## config.mk

```make
export PLATFORM = sky130hd
export DESIGN_NAME = cell_test_sequencer
export DESIGN_NICKNAME = d
export VERILOG_FILES = /design/src/rtl/cell_test_sequencer.sv
export SDC_FILE = /design/constraint.sdc
export NUM_CORES = 1
export LEC_CHECK = 0
export BUFFER_PORTS_ARGS = -buffer_cell sky130_fd_sc_hd__buf_4
export CORE_UTILIZATION = 50
export DETAILED_ROUTE_END_ITERATION = 10
export HOLD_SLACK_MARGIN = 0.08
export PLACE_DENSITY = 0.72
export REMOVE_ABC_BUFFERS = 1
export SLEW_MARGIN = 20
export SYNTH_ARGS = -nofsm -noshare
export SYNTH_HDL_FRONTEND = slang
export SYNTH_SLANG_ARGS = --single-unit
```

## constraint.sdc

```tcl
create_clock -name clk -period 5.6 [get_ports clk]
set_input_delay 0.84 -clock clk [delete_from_list [all_inputs] [get_ports clk]]
set_output_delay 0.84 -clock clk [all_outputs]
set_load 0.03 [all_outputs]
```

## src/rtl/cell_test_sequencer.sv

```systemverilog
`default_nettype none
// ============================================================================
//  Module   : cell_test_sequencer
//  Purpose  : Self-checking stimulus generator for a single sys_array_cell.
//             Loads a parameter, applies an input/propagate pair, waits the
//             cell latency and compares cell_out with prop + inp*par.
//  Options  : CELL_TEST_LFSR_EN - draw vectors from a 16-bit Fibonacci LFSR
//             instead of the deterministic counter pattern.
//  Revision : 1.0 - initial release
// ============================================================================
module cell_test_sequencer #(
    parameter int DATA_WIDTH   = 8,
    parameter int NUM_VECTORS  = 8,
    parameter int CELL_LATENCY = 1
) (
    input  logic                    clk,
    input  logic                    reset_n,
    input  logic                    start,
    input  logic [2*DATA_WIDTH-1:0] cell_out,
    output logic                    param_load,
    output logic [DATA_WIDTH-1:0]   par,
    output logic [DATA_WIDTH-1:0]   inp,
    output logic [2*DATA_WIDTH-1:0] prop,
    output logic                    busy,
    output logic                    done,
    output logic                    mismatch,
    output logic [7:0]              err_count,
    output logic [7:0]              vec_idx,
    output logic [2:0]              code
);

    localparam int                 c_DW2       = 2 * DATA_WIDTH;
    localparam int                 c_CNT_W     = (CELL_LATENCY > 1) ? $clog2(CELL_LATENCY) : 1;
    localparam logic [c_CNT_W-1:0] c_WAIT_LAST = c_CNT_W'(CELL_LATENCY - 1);
    localparam logic [c_CNT_W-1:0] c_CNT_ONE   = c_CNT_W'(1);
    localparam logic [7:0]         c_LAST_VEC  = 8'(NUM_VECTORS - 1);

    typedef enum logic [2:0] {
        S_IDLE  = 3'd0,
        S_LOAD  = 3'd1,
        S_APPLY = 3'd2,
        S_WAIT  = 3'd3,
        S_DONE  = 3'd4
    } state_t;

    state_t                 r_state;
    state_t                 w_state_next;

    logic                   r_start_q;
    logic [DATA_WIDTH-1:0]  r_par;
    logic [c_DW2-1:0]       r_exp;
    logic [c_CNT_W-1:0]     r_wait_cnt;
    logic [7:0]             r_err_count;
    logic [7:0]             r_vec_idx;
    logic                   r_done;
    logic                   r_mismatch;

    logic                   w_start_edge;
    logic                   w_run_start;
    logic                   w_wait_last;
    logic [DATA_WIDTH-1:0]  w_p;
    logic [DATA_WIDTH-1:0]  w_i;
    logic [c_DW2-1:0]       w_r;
    logic [c_DW2-1:0]       w_exp;

    // Edge = current sample high while the registered previous sample is low
    assign w_start_edge = start & ~r_start_q;
    assign w_run_start  = w_start_edge & ((r_state == S_IDLE) || (r_state == S_DONE));
    assign w_wait_last  = (r_wait_cnt == c_WAIT_LAST);

`ifdef CELL_TEST_LFSR_EN
    logic [15:0] r_lfsr;
    logic [15:0] r_lfsr_vec;
    logic [15:0] w_lfsr_next;
    logic [15:0] w_lfsr_rot;

    // Right-shifting Fibonacci form of taps 16,14,13,11
    assign w_lfsr_next = {r_lfsr[0] ^ r_lfsr[2] ^ r_lfsr[3] ^ r_lfsr[5], r_lfsr[15:1]};
    assign w_lfsr_rot  = {r_lfsr_vec[3:0], r_lfsr_vec[15:4]};

    // P comes from the live LFSR in LOAD; I and R come from the copy captured
    // on that LOAD edge so all three operands belong to the same LFSR value.
    assign w_p = r_lfsr[DATA_WIDTH-1:0];
    assign w_i = r_lfsr_vec[2*DATA_WIDTH-1:DATA_WIDTH];
    assign w_r = w_lfsr_rot[c_DW2-1:0];

    // LFSR: reseed on reset and run start, step once per vector on the LOAD edge
    always_ff @(posedge clk) begin
        if (!reset_n) begin
            r_lfsr     <= 16'hACE1;
            r_lfsr_vec <= 16'h0000;
        end else if (w_run_start) begin
            r_lfsr     <= 16'hACE1;
        end else if (r_state == S_LOAD) begin
            r_lfsr     <= w_lfsr_next;
            r_lfsr_vec <= r_lfsr;
        end
    end
`else
    // Counter pattern for vector k: P = k+1, I = 2k+3, R = k << DATA_WIDTH
    assign w_p = DATA_WIDTH'(r_vec_idx + 8'd1);
    assign w_i = DATA_WIDTH'({r_vec_idx, 1'b0} + 9'd3);
    assign w_r = c_DW2'({8'd0, r_vec_idx} << DATA_WIDTH);
`endif

    // Expected cell output, computed at full operand width and wrapped
    assign w_exp = w_r + ({{DATA_WIDTH{1'b0}}, w_i} * {{DATA_WIDTH{1'b0}}, r_par});

    // State register
    always_ff @(posedge clk) begin
        if (!reset_n) begin
            r_state <= S_IDLE;
        end else begin
            r_state <= w_state_next;
        end
    end

    // Next-state and per-state cell drive
    always_comb begin
        w_state_next = r_state;
        param_load   = 1'b0;
        inp          = '0;
        prop         = '0;
        busy         = 1'b0;
        case (r_state)
            S_IDLE, S_DONE: begin
                if (w_start_edge) begin
                    w_state_next = S_LOAD;
                end
            end
            S_LOAD: begin
                param_load   = 1'b1;
                busy         = 1'b1;
                w_state_next = S_APPLY;
            end
            S_APPLY: begin
                inp          = w_i;
                prop         = w_r;
                busy         = 1'b1;
                w_state_next = S_WAIT;
            end
            S_WAIT: begin
                busy = 1'b1;
                if (w_wait_last) begin
                    w_state_next = (r_vec_idx == c_LAST_VEC) ? S_DONE : S_LOAD;
                end
            end
            default: w_state_next = S_IDLE;
        endcase
    end

    // Run bookkeeping: start history, held parameter, expected value, compare, counters
    always_ff @(posedge clk) begin
        if (!reset_n) begin
            r_start_q   <= 1'b0;
            r_par       <= '0;
            r_exp       <= '0;
            r_wait_cnt  <= '0;
            r_err_count <= 8'd0;
            r_vec_idx   <= 8'd0;
            r_done      <= 1'b0;
            r_mismatch  <= 1'b0;
        end else begin
            r_start_q  <= start;
            r_mismatch <= 1'b0;
            case (r_state)
                S_IDLE, S_DONE: begin
                    if (w_start_edge) begin
                        r_err_count <= 8'd0;
                        r_vec_idx   <= 8'd0;
                        r_done      <= 1'b0;
                    end
                end
                S_LOAD: begin
                    r_par <= w_p;
                end
                S_APPLY: begin
                    r_exp      <= w_exp;
                    r_wait_cnt <= '0;
                end
                S_WAIT: begin
                    if (w_wait_last) begin
                        if (cell_out != r_exp) begin
                            r_mismatch <= 1'b1;
                            if (r_err_count != 8'hFF) begin
                                r_err_count <= r_err_count + 8'd1;
                            end
                        end
                        if (r_vec_idx == c_LAST_VEC) begin
                            r_done <= 1'b1;
                        end else begin
                            r_vec_idx <= r_vec_idx + 8'd1;
                        end
                    end else begin
                        r_wait_cnt <= r_wait_cnt + c_CNT_ONE;
                    end
                end
                default: ;
            endcase
        end
    end

    // par shows the new value during LOAD and holds it until the next LOAD
    assign par       = (r_state == S_LOAD) ? w_p : r_par;
    assign done      = r_done;
    assign mismatch  = r_mismatch;
    assign err_count = r_err_count;
    assign vec_idx   = r_vec_idx;
    assign code      = {r_done, busy, (r_err_count != 8'd0)};

endmodule
`default_nettype wire

```

; Yosys cells after proc, flatten, opt, wreduce, memory -nomap -nowiden
; Index checks and enable logic that the tools add are counted.
; W data, S select, Z words.
[totals]
out_inout_bits = 55
reg_bits = 47
word_cells = 67
input_bits = 19
[op_classes]
multipliers = 1
n_eq_ne = 13
addsub = 5
n_bitwise = 4
mux = 24
n_reduce_logical = 11
[ops]
columns = cell, count
row1 = $mux W8, 8
row2 = $pmux W8 S2, 2
row3 = $add A16 B16 Y16, 1
row4 = $add A8 B1 Y8 const B, 2
row5 = $mul A8 B8 Y16, 1
row6 = $mux W16, 1
row7 = $ne A16 B16 Y1, 1
row8 = $ne A2 B2 Y1 const B, 6
row9 = $pmux W3 S4, 1
row10 = $mux W3, 3
row11 = $add A8 B2 Y8 const B, 1
row12 = $eq A8 B3 Y1 const B, 1
row13 = $ne A8 B8 Y1 const B, 1
row14 = $reduce_and A4 Y1, 2
row15 = $reduce_bool A8 Y1, 1
row16 = $mux W1, 7
row17 = $eq A3 B2 Y1 const B, 2
row18 = $reduce_or A3 Y1, 2
row19 = $reduce_and A5 Y1, 1
row20 = $pmux W1 S2, 2
row21 = $reduce_bool A2 Y1, 2
row22 = $eq A3 B1 Y1 const B, 1
row23 = $eq A3 B3 Y1 const B, 1
row24 = $logic_not A3 Y1, 1
row25 = other kinds (5), 7

; Depth between registers and ports, before layout
; Gate-level depths: netlist of the first run.
[logic_depth]
ltp_word = 5
mapped_depth = 20
ltp_nobuf = 20

; Worst setup path before layout of the first run
; OpenSTA, ideal clock, no wires.
[synth_timing]
path_type = reg2reg
start = reg r_vec_idx[0] (netlist: vec_idx[0])
end = reg r_exp[14]
stages_incl_launch_ff = 20
period_less_slack_ns = 5.262
setup_ns = 0.122
t_required_ns = 5.478
arrival_time_ns = 5.140
setup_slack_ns = 0.338
path_buffers = 0
cell_sequence = dfxtp_1 -> ha_1 -> nand3_1 -> nor2_1 -> xor2_1 -> nand2_1 -> fa_1 -> inv_1 -> fa_1 -> fa_1 -> inv_1 -> fa_1 -> inv_1 -> ha_1 -> or3_1 -> o21ai_0 -> a21oi_1 -> o41ai_1 -> xor2_1 -> o21ai_0
[synth_via]
elab_chain_cells = 3
[synth_lines]
columns = element, line_no
row1 = "start, declared", 54  ; logic [7:0] r_vec_idx;
row2 = "start signal, assigned", 192  ; r_vec_idx <= r_vec_idx + 8'd1;
row3 = $add A8 B2 Y8, 102  ; assign w_i = DATA_WIDTH'({r_vec_idx, 1'b0} + 9'd3);
row4 = $mul A8 B8 Y16, 107  ; assign w_exp = w_r + ({{DATA_WIDTH{1'b0}}, w_i} * {{DATA_WIDTH{1'b0}}, r_par});
row5 = $add A16 B16 Y16 *, 107
row6 = "end signal, assigned", 178  ; r_exp <= w_exp;
row7 = "end, declared", 51  ; logic [c_DW2-1:0] r_exp;
; Every way passes the cells marked *; elsewhere a longest branch is shown, timed or not.
; A chain may end at the register's enable or synchronous reset.

; Final worst setup path of the first run
[layout_timing]
start = reg r_vec_idx[1] (netlist: vec_idx[1])
end = reg r_exp[13]
; The elaborated chain is that of the path after synthesis.

==> results of run 1 <==
layer usage:
metal,vias to the layer above,track usage,wire (µm)
met3,10,0.0277,470
met5,-,0,0
met1,1868,0.313,4780
met2,97,0.414,5270
li1,1881,-,-
met4,0,0.0631,123
worst max path at each step:
stage / startpoint / to / slack [ns]
after floorplan: vec_idx[0]$_SDFFE_PN0P_ / r_exp[14]$_SDFFE_PN0P_ / 0.18
after global placement: vec_idx[3]$_SDFFE_PN0P_ / r_exp[13]$_SDFFE_PN0P_ / 0.39
after detailed placement: vec_idx[1]$_SDFFE_PN0P_ / r_exp[13]$_SDFFE_PN0P_ / 0.25
after CTS: vec_idx[1]$_SDFFE_PN0P_ / r_exp[13]$_SDFFE_PN0P_ / 0.22
after global routing: vec_idx[1]$_SDFFE_PN0P_ / r_exp[13]$_SDFFE_PN0P_ / 0.01
final: vec_idx[1]$_SDFFE_PN0P_ / r_exp[13]$_SDFFE_PN0P_ / 0.40
per-stage QoR:
| step | utilization | worst slack (ns) |
|---|---|---|
| CTS | 0.598 | 0.221 |
| global route | 0.603 | 0.0150 |
| finish | 0.603 | 0.404 |
| global placement | 0.588 | 0.394 |
| floorplan | - | 0.183 |
| detailed placement | 0.588 | 0.254 |
layout by cell type (no fill, tap or decap), drive strengths merged, types with 8 or more instances in the layout:
cell type / netlist / final
nand3: 18 / 18
inv: 82 / 83
xnor2: 28 / 28
nor2: 33 / 33
a21boi: 11 / 11
nand2: 54 / 54
o21ai: 15 / 15
nor2b: 12 / 12
xor2: 10 / 10
and2: 52 / 52
buf: 15 / 72
ha: 41 / 41
a21oi: 16 / 16
dfxtp: 46 / 46
conb: 1 / 8
fa: 43 / 43
worst max-delay path: cells and delay by family, from the launching register on:
family,cells,cell delay (ns)
buffers and inverters,3,0.14
and+or+nand+nor,5,0.78
AOI/OAI and AO/OA,3,0.68
DFF,1,0.43
adders and majority gates,6,2.70
xor gates and xnor gates,2,0.35
logic make-up after synthesis:
| group | after synthesis | synth area share |
|---|---|---|
| and+or+nand+nor | 203 | 0.230 |
| adders and majority gates | 84 | 0.294 |
| other | 1 | 0.000803 |
| buffers and inverters | 108 | 0.0984 |
| AOI/OAI and AO/OA | 70 | 0.0989 |
| xor gates and xnor gates | 38 | 0.0713 |
| muxes | 4 | 0.00911 |
| DFF | 46 | 0.197 |
synth_stat cells, drive strengths merged, types with 2 or more instances:
cell	n
a21boi	11
a21o	3
a21oi	16
a22oi	2
a31oi	2
and2	52
and3	3
buf	15
clkbuf	11
dfxtp	46
fa	43
ha	41
inv	82
mux2	2
mux2i	2
nand2	54
nand2b	4
nand3	18
nand3b	2
nand4	7
nor2	33
nor2b	12
nor3	5
nor3b	4
nor4	2
nor4b	2
o211a	2
o21ai	15
o21bai	2
o311ai	3
o31ai	5
or3	2
xnor2	28
xor2	10
report_power, final:
part | total [mW] | internal, mW | switching [mW]
registers | 0.413 | 0.358 | 0.0553
logic | 0.585 | 0.216 | 0.369
clock network | 0.224 | 0.102 | 0.122
area by class of cell:
cell class | count | area share
Timing Repair Buffer | 72 | 0.101
Tap cell | 108 | 0.0252
Multi-Input combinational cell | 407 | 0.627
Sequential cell | 46 | 0.172
Clock buffer | 7 | 0.0161
Clock inverter | 1 | 0.00163
Inverter | 82 | 0.0574
flip-flops by register name, indices dropped and copies added, names as in the netlist:
register,cells
r_exp,16
err_count,8
r_par,8
vec_idx,8
r_state,3
done,1
mismatch,1
r_start_q,1
what timing repair did:
| item | in CTS | in global routing |
|---|---|---|
| hold endpoints to repair | 0 | 0 |
| gates resized for setup | 0 | 8 |
| setup endpoints to repair | 0 | 3 |
==> results.yml, run 1 <==
outcome:
  outcome: "completed"
placed_design:
  dp_cells: 715
  dpl_cell_area_um2: 5220
  port_buffers: 65
  gp_congestion: 0.857
  dpl.hpwl_um: 8380
logic_synthesis:
  synth-edff-count: 0
  synth_cells: 554
  synthesis.yosys.warnings: 0
  ys_seq_area_frac: 0.197
  synth_top_area_share: 0.197
  ys_ff_latch: 46
  synth_area_leaders: "dfxtp_1 20%, fa_1 18%, ha_1 11%, and2_1 6.8%, inv_1 6.6%"
  avgSynthCellArea_um2: 8.43
  async_reset_ff_frac: 0
  synth_ff_type: "dfxtp_1"
  yosysUniqueCellTypes: 57
  syn_area_um2: 4670
  yosys.area.top_type: "dfxtp_1"
grt:
  grt_use_total: 0.237
  grt_pass1_vias: 3843
  grt_first_pass_wirelength_um: 18200
  grt-ovfl-total: 0
  antenna_found_initial: 0
  grt_max_degree: 45
job:
  drv_cap: 0
sta:
  hold_viol_final: 0
  rsz0062_at_grt: "no"
  finalCritPeriodShare: 0.928
  max_freq_mhz: 192
  setup_violations: 0
  fin_crit_ns: 5.20
  slew_headroom: 0.347
  fin_skew_ns: 0.00620
  maxSlewViolCount: 0
  tns_ns: 0
  worstMarginPinSlew_ns: 0.979
  whs_ns: 0.486
min_path:
  min_path_type: "reg -> reg"
  worstHoldPathCells: 2
  hold_end: "r_exp[0]$_SDFFE_PN0P_"
  hold_path.startpoint: "r_exp[0]$_SDFFE_PN0P_"
power_and_ir_drop:
  leakage_nw: 2.53
  ir_worst_vdd_uv: 303
  cellPowerDensity_nw_per_um2: 228
  finalPower_mw: 1.22
floorplan:
  fp.dieW_um: 98.6
  core_area_um2: 8890
  num_rows: 34
  die_area_um2: 9730
  num_io_pins: 74
  initial_core_util: 0.525
  fp.dieH_um: 98.6
drt:
  drt-vias-per-instance: 5.33
  firstDrtPassIters: 4
  drtAntennaViolNets: 0
  post_drt_wl_per_cell_um: 14.7
  drt-total-wl_um: 10600
  vias: 3856
  drc: 0
  drtIter0Drc: 146
setup_path:
  crit_path_end_kind: "flip-flop"
  critical_path_class: "reg -> reg"
  crit_slowest_cell: "fa_1"
  r2r-end: "r_exp[13]$_SDFFE_PN0P_"
  worstRegToRegCells: 19
  ff2ff_setup_slack_ns: 0.40
  crit_arrival_ns: 5.40
  worst-path-max-fanout: 6
  r2r_start: "vec_idx[1]$_SDFFE_PN0P_"
  startpoint_type: "flip-flop"
  cpMostUsedCell: "fa_1"
  required_ns: 5.81
  crit_chain: "ha_1 > nand3_2 > nor2_2 > xor2_1 > nand2_1 > fa_1 > inv_1 > fa_1 > fa_1 > inv_1 > fa_1 > inv_1 > ha_1 > nand2_1 > a2111o_1 > a31oi_1 > xnor2_1 > o21ai_0 > and2_1"
  slowest_delay_ns: 0.54
clock_tree:
  clk_pin_slew_ns: 0.09
  post_cts_buffers: 0
  clock_latency_ns: 0.31
  cts_buffers: 5
  hold_buffers: 0
  clockBufferDepth: 2
  cts_tree: "built"
  cts.htree.levels: 2
  clock-sinks: 46
  root_buffer: "clkbuf_8"
layout:
  drive_gt1_frac: 0.156
  regArea_um2: 922
  multi_input_area_um2: 3360
  nNetsFinal: 717
  final_area_um2: 5360
  n_antenna_cell: 0
  fillers: 798
  final_cell_count_no_fill: 723
  area_delta_synth_final_pct: 14.9
Note: power is estimated with default switching activity, not from simulation.
==> inputs of run 2 (changes only) <==
Settings changed: ABC_AREA set to 1, CTS_CLUSTER_SIZE set to 16.
==> results.yml, run 2 <==
outcome:
  outcome: "completed"
clock_tree:
  clock_latency_ns: 0.31
  hold_buffers: 0
  cts.htree.levels: 2
  cts_tree: "built"
  clock-sinks: 46
  clockBufferDepth: 2
  cts_buffers: 5
  ctsResizeCount: 0
  root_buffer: "clkbuf_8"
  post_cts_buffers: 0
  clk_pin_slew_ns: 0.10
drt:
  post_drt_wl_per_cell_um: 12.9
  drt-vias-per-instance: 4.91
  drtAntennaViolNets: 0
  drt-total-wl_um: 11600
  drtIter0Drc: 185
  firstDrtPassIters: 5
  drc: 0
  vias: 4415
layout:
  drive_gt1_frac: 0.115
  post-route-util: 0.590
  n_antenna_cell: 0
  final_cell_mix: "168 x inv_1, 149 x nand2_1, 94 x nor2_1, 68 x buf_4, 47 x a21oi_1"
  nNetsFinal: 873
  regMostFlops: "r_exp"
  area_delta_synth_final_pct: 13.4
  largest_register_ffs: 16
  layout_commonest_cell: "inv_1"
  final_area_um2: 5480
power_and_ir_drop:
  ir_worst_vdd_uv: 168
  p_int_mw: 0.612
  power.switching_mw: 0.477
  comb_power_share: 0.433
  switching_share: 0.438
  clockPowerShare: 0.192
  leakage_nw: 2.94
  p_seq_frac: 0.375
  cellPowerDensity_nw_per_um2: 199
logic_synthesis:
  synth.most_common_cell: "inv_1"
  synth_top_family_by_area: "adder cells"
  yosysUniqueCellTypes: 36
  yosys.area.top_type: "dfxtp_1"
  avgSynthCellArea_um2: 6.80
  synth_top_area_share: 0.191
  async_reset_ff_frac: 0
  synth_fa_ha_area_frac: 0.284
  synth_compound_area_frac: 0.0943
  synthMuxAreaShare: 0
  synthXorXnorAreaFrac: 0.0163
  synth_ff_type: "dfxtp_1"
  synth-edff-count: 0
  synthSimpleGateAreaFrac: 0.251
  synth_area_leaders: "dfxtp_1 19%, fa_1 18%, inv_1 13%, nand2_1 12%, ha_1 11%"
  syn_area_um2: 4830
  synth_cells: 711
  synth_commonest_cells: "168 x inv_1, 149 x nand2_1, 94 x nor2_1, 47 x a21oi_1, 46 x dfxtp_1"
  synthesis.yosys.warnings: 0
  ys_seq_area_frac: 0.191
  ys_ff_latch: 46
job:
  drv_cap: 0
placed_design:
  port_buffers: 65
  dpl.hpwl_um: 9340
  place_ws_ns: 0.387
  gp_congestion: 0.882
  dpl_cell_area_um2: 5390
setup_path:
  slowest_delay_ns: 0.53
  crit_arrival_ns: 5.33
  crit_chain: "ha_1 > nand2_1 > inv_1 > nand3_1 > nand2_1 > nor2_1 > fa_1 > inv_1 > fa_1 > inv_1 > fa_1 > inv_1 > fa_1 > inv_1 > ha_1 > nand2_1 > o21ai_0 > a21oi_1 > or2_2 > nand3_1 > o211ai_1 > inv_1"
  cpMostUsedCell: "inv_1"
  critical_path_class: "reg -> reg"
  startpoint_type: "flip-flop"
  worst-path-max-fanout: 15
  required_ns: 5.84
  crit_path_end_kind: "flip-flop"
  crit_slowest_cell: "fa_1"
grt:
  grt_first_pass_wirelength_um: 19300
  grt_max_degree: 36
  grt-ovfl-total: 0
  grt_use_total: 0.244
  antenna_found_initial: 0
  grt_pass1_vias: 4219
floorplan:
  num_io_pins: 74
  die_area_um2: 10100
  initial_core_util: 0.520
  fp.dieH_um: 100
  core_area_um2: 9280
  fp.dieW_um: 100
  num_rows: 35
sta:
  hold_viol_final: 0
  fin_crit_ns: 5.08
  fin_skew_ns: 0.0166
  worstMarginPinSlew_ns: 1.03
  whs_ns: 0.475
  setup_violations: 0
  setup_slack_ns: 0.516
  finalCritPeriodShare: 0.908
  tns_ns: 0
  maxSlewViolCount: 0
  max_freq_mhz: 197
  rsz0062_at_grt: "no"
  slew_headroom: 0.313
min_path:
  min_path_type: "reg -> reg"
run 2: power groups by stage:
stage	registers, mW	clock network (mW)	logic, mW
finish	0.409	0.209	0.471
global route	0.415	0.229	0.532
CTS	0.408	0.216	0.474
detailed placement	0.415	0	0.472
global placement	0.413	0	0.464
floorplan	0.422	0	0.311
run 2: critical path, delay by kind of cell (launching register included):
| kind | cells | cell delay (ns) |
|---|---|---|
| adders and majority gates | 6 | 2.58 |
| and+or+nand+nor | 7 | 1.02 |
| AOI/OAI and AO/OA | 3 | 0.53 |
| DFF | 1 | 0.52 |
| buffers and inverters | 6 | 0.38 |
run 2: final timing paths:
kind	from	end	slack [ns]	cells past startpoint
worst max-delay path	vec_idx[0]$_SDFFE_PN0P_	r_exp[10]$_SDFFE_PN0P_	0.52	22
worst min-delay path	r_exp[3]$_SDFFE_PN0P_	r_exp[3]$_SDFFE_PN0P_	0.48	2
worst max register to register	vec_idx[0]$_SDFFE_PN0P_	r_exp[10]$_SDFFE_PN0P_	0.52	22
worst min register to register	r_exp[3]$_SDFFE_PN0P_	r_exp[3]$_SDFFE_PN0P_	0.48	2
run 2: cell type report:
class,count,area (µm²)
clock buffer,6,72.6
fill,903,3800
inverter,173,649
sequential,46,922
multi-input combinational,476,3150
timing repair buffer,68,510
clock inverter,2,13.8
tap,129,161
run 2: logic make-up (layout without fill, tap and decap cells):
logic type               Yosys count  in the layout
adder cells (fa/ha/maj)           84             84
AO/OA/AOI/OAI                     84             84
flip-flops                        46             46
other                              1              8
AND/OR/NAND/NOR                  291            291
XOR/XNOR                           9              9
buffers and inverters            196            249
run 2: routing by layer:
metal / GRT usage / share of wire / up-vias
met5: 0 / 0 / -
met4: 0.0557 / 0.012 / 0
met3: 0.0306 / 0.039 / 12
met2: 0.435 / 0.49 / 102
met1: 0.314 / 0.46 / 2057
li1: - / - / 2244
run 2: stage by stage:
stage / power [mW] / cells
detailed placement: 0.887 / 892
global route: 1.18 / 900
finish: 1.09 / 900
floorplan: 0.734 / 695
global placement: 0.878 / 892
CTS: 1.10 / 900
==> inputs of run 3 (changes only) <==
Settings changed: PLACE_DENSITY 0.72 to 0.69.
==> results.yml, run 3 (synthesis gave the netlist of run 2 again) <==
placed_design:
  dpl.hpwl_um: 9620
  place_ws_ns: 0.339
  gp_congestion: 0.893
  dpl_cell_area_um2: 5390
  port_buffers: 65
floorplan:
  fp.dieH_um: 100
  num_io_pins: 74
  fp.dieW_um: 100
  num_rows: 35
  die_area_um2: 10100
  core_area_um2: 9280
  initial_core_util: 0.520
job:
  drv_cap: 0
sta:
  worstMarginPinSlew_ns: 1.04
  maxSlewViolCount: 0
  finalCritPeriodShare: 0.908
  fin_skew_ns: 0.0110
  tns_ns: 0
  rsz0062_at_grt: "no"
  hold_viol_final: 0
  max_freq_mhz: 197
  setup_slack_ns: 0.513
  slew_headroom: 0.309
  setup_violations: 0
  fin_crit_ns: 5.09
drt:
  firstDrtPassIters: 4
  drt-total-wl_um: 11900
  vias: 4380
  drtIter0Drc: 169
  post_drt_wl_per_cell_um: 13.3
  drt-vias-per-instance: 4.87
  drc: 0
  drtAntennaViolNets: 0
layout:
  drive_gt1_frac: 0.117
  regMostFlops: "r_exp"
  largest_register_ffs: 16
  area_delta_synth_final_pct: 14.0
  nNetsFinal: 873
  post-route-util: 0.593
  final_cell_mix: "168 x inv_1, 149 x nand2_1, 94 x nor2_1, 68 x buf_4, 47 x a21oi_1"
  layout_commonest_cell: "inv_1"
  final_area_um2: 5510
  n_antenna_cell: 0
clock_tree:
  hold_buffers: 0
  cts.htree.levels: 2
  clock-sinks: 46
  cts_tree: "built"
  clk_pin_slew_ns: 0.10
  clock_latency_ns: 0.31
  root_buffer: "clkbuf_8"
  post_cts_buffers: 0
  cts_buffers: 5
  ctsResizeCount: 0
  clockBufferDepth: 2
setup_path:
  required_ns: 5.86
  crit_arrival_ns: 5.35
  worst-path-max-fanout: 15
  startpoint_type: "flip-flop"
  critical_path_class: "reg -> reg"
  crit_path_end_kind: "flip-flop"
grt:
  grt_first_pass_wirelength_um: 19600
  antenna_found_initial: 0
  grt-ovfl-total: 0
  grt_max_degree: 36
  grt_pass1_vias: 4226
  grt_use_total: 0.251
power_and_ir_drop:
  cellPowerDensity_nw_per_um2: 209
  finalPower_mw: 1.15
  ir_worst_vdd_uv: 168
  leakage_nw: 2.95
min_path:
  min_path_type: "reg -> reg"
outcome:
  outcome: "completed"
==> run 3: metrics by stage <==
| step | cells | hold slack, ns |
|---|---|---|
| floorplan | 695 | 0.443 |
| global placement | 892 | 0.456 |
| detailed placement | 892 | 0.471 |
| CTS | 900 | 0.487 |
| global route | 900 | 0.502 |
| finish | 900 | 0.487 |
==> run 3: final cells by class <==
cell class                      instances  area (µm²)
Fill cell                             939        3780
Multi-Input combinational cell        476        3150
Sequential cell                        46         922
Inverter                              173         649
Timing Repair Buffer                   68         510
Tap cell                              129         161
Clock buffer                            5        68.8
Clock inverter                          3        43.8
==> run 3: worst paths after layout <==
check        slack (ns)               startpoint                     end  cells past startpoint
max                0.51  vec_idx[0]$_SDFFE_PN0P_  r_exp[10]$_SDFFE_PN0P_                     22
min                0.49    r_exp[2]$_SDFFE_PN0P_   r_exp[2]$_SDFFE_PN0P_                      2
max reg2reg        0.51  vec_idx[0]$_SDFFE_PN0P_  r_exp[10]$_SDFFE_PN0P_                     22
min reg2reg        0.49    r_exp[2]$_SDFFE_PN0P_   r_exp[2]$_SDFFE_PN0P_                      2
==> run 3: layer usage <==
layer  track usage  vias to the layer above  wire (µm)
met1         0.318                     2015       5480
met3        0.0299                       24        431
met5             0                        -          0
met4        0.0825                        0        285
li1              -                     2249          -
met2         0.444                       92       5750
==> run 3: worst max-delay path, cell delays in order (launching register included) <==
cell,delay (ns)
dfxtp_2,0.51
ha_1,0.22
nand2_1,0.07
inv_1,0.12
nor2_1,0.11
inv_1,0.25
nor2_1,0.11
fa_1,0.55
inv_1,0.05
fa_1,0.47
inv_1,0.05
fa_1,0.52
inv_1,0.05
fa_1,0.52
inv_1,0.04
ha_1,0.34
nand2_1,0.08
o21ai_0,0.33
a21oi_1,0.14
or2_2,0.29
nand3_1,0.07
o211ai_1,0.08
inv_1,0.07
==> run 3: power breakdown <==
| part | total, mW | internal (mW) | switching (mW) |
|---|---|---|---|
| clock network | 0.268 | 0.134 | 0.134 |
| registers | 0.409 | 0.366 | 0.0430 |
| logic | 0.472 | 0.158 | 0.314 |
| total | 1.15 | 0.658 | 0.491 |
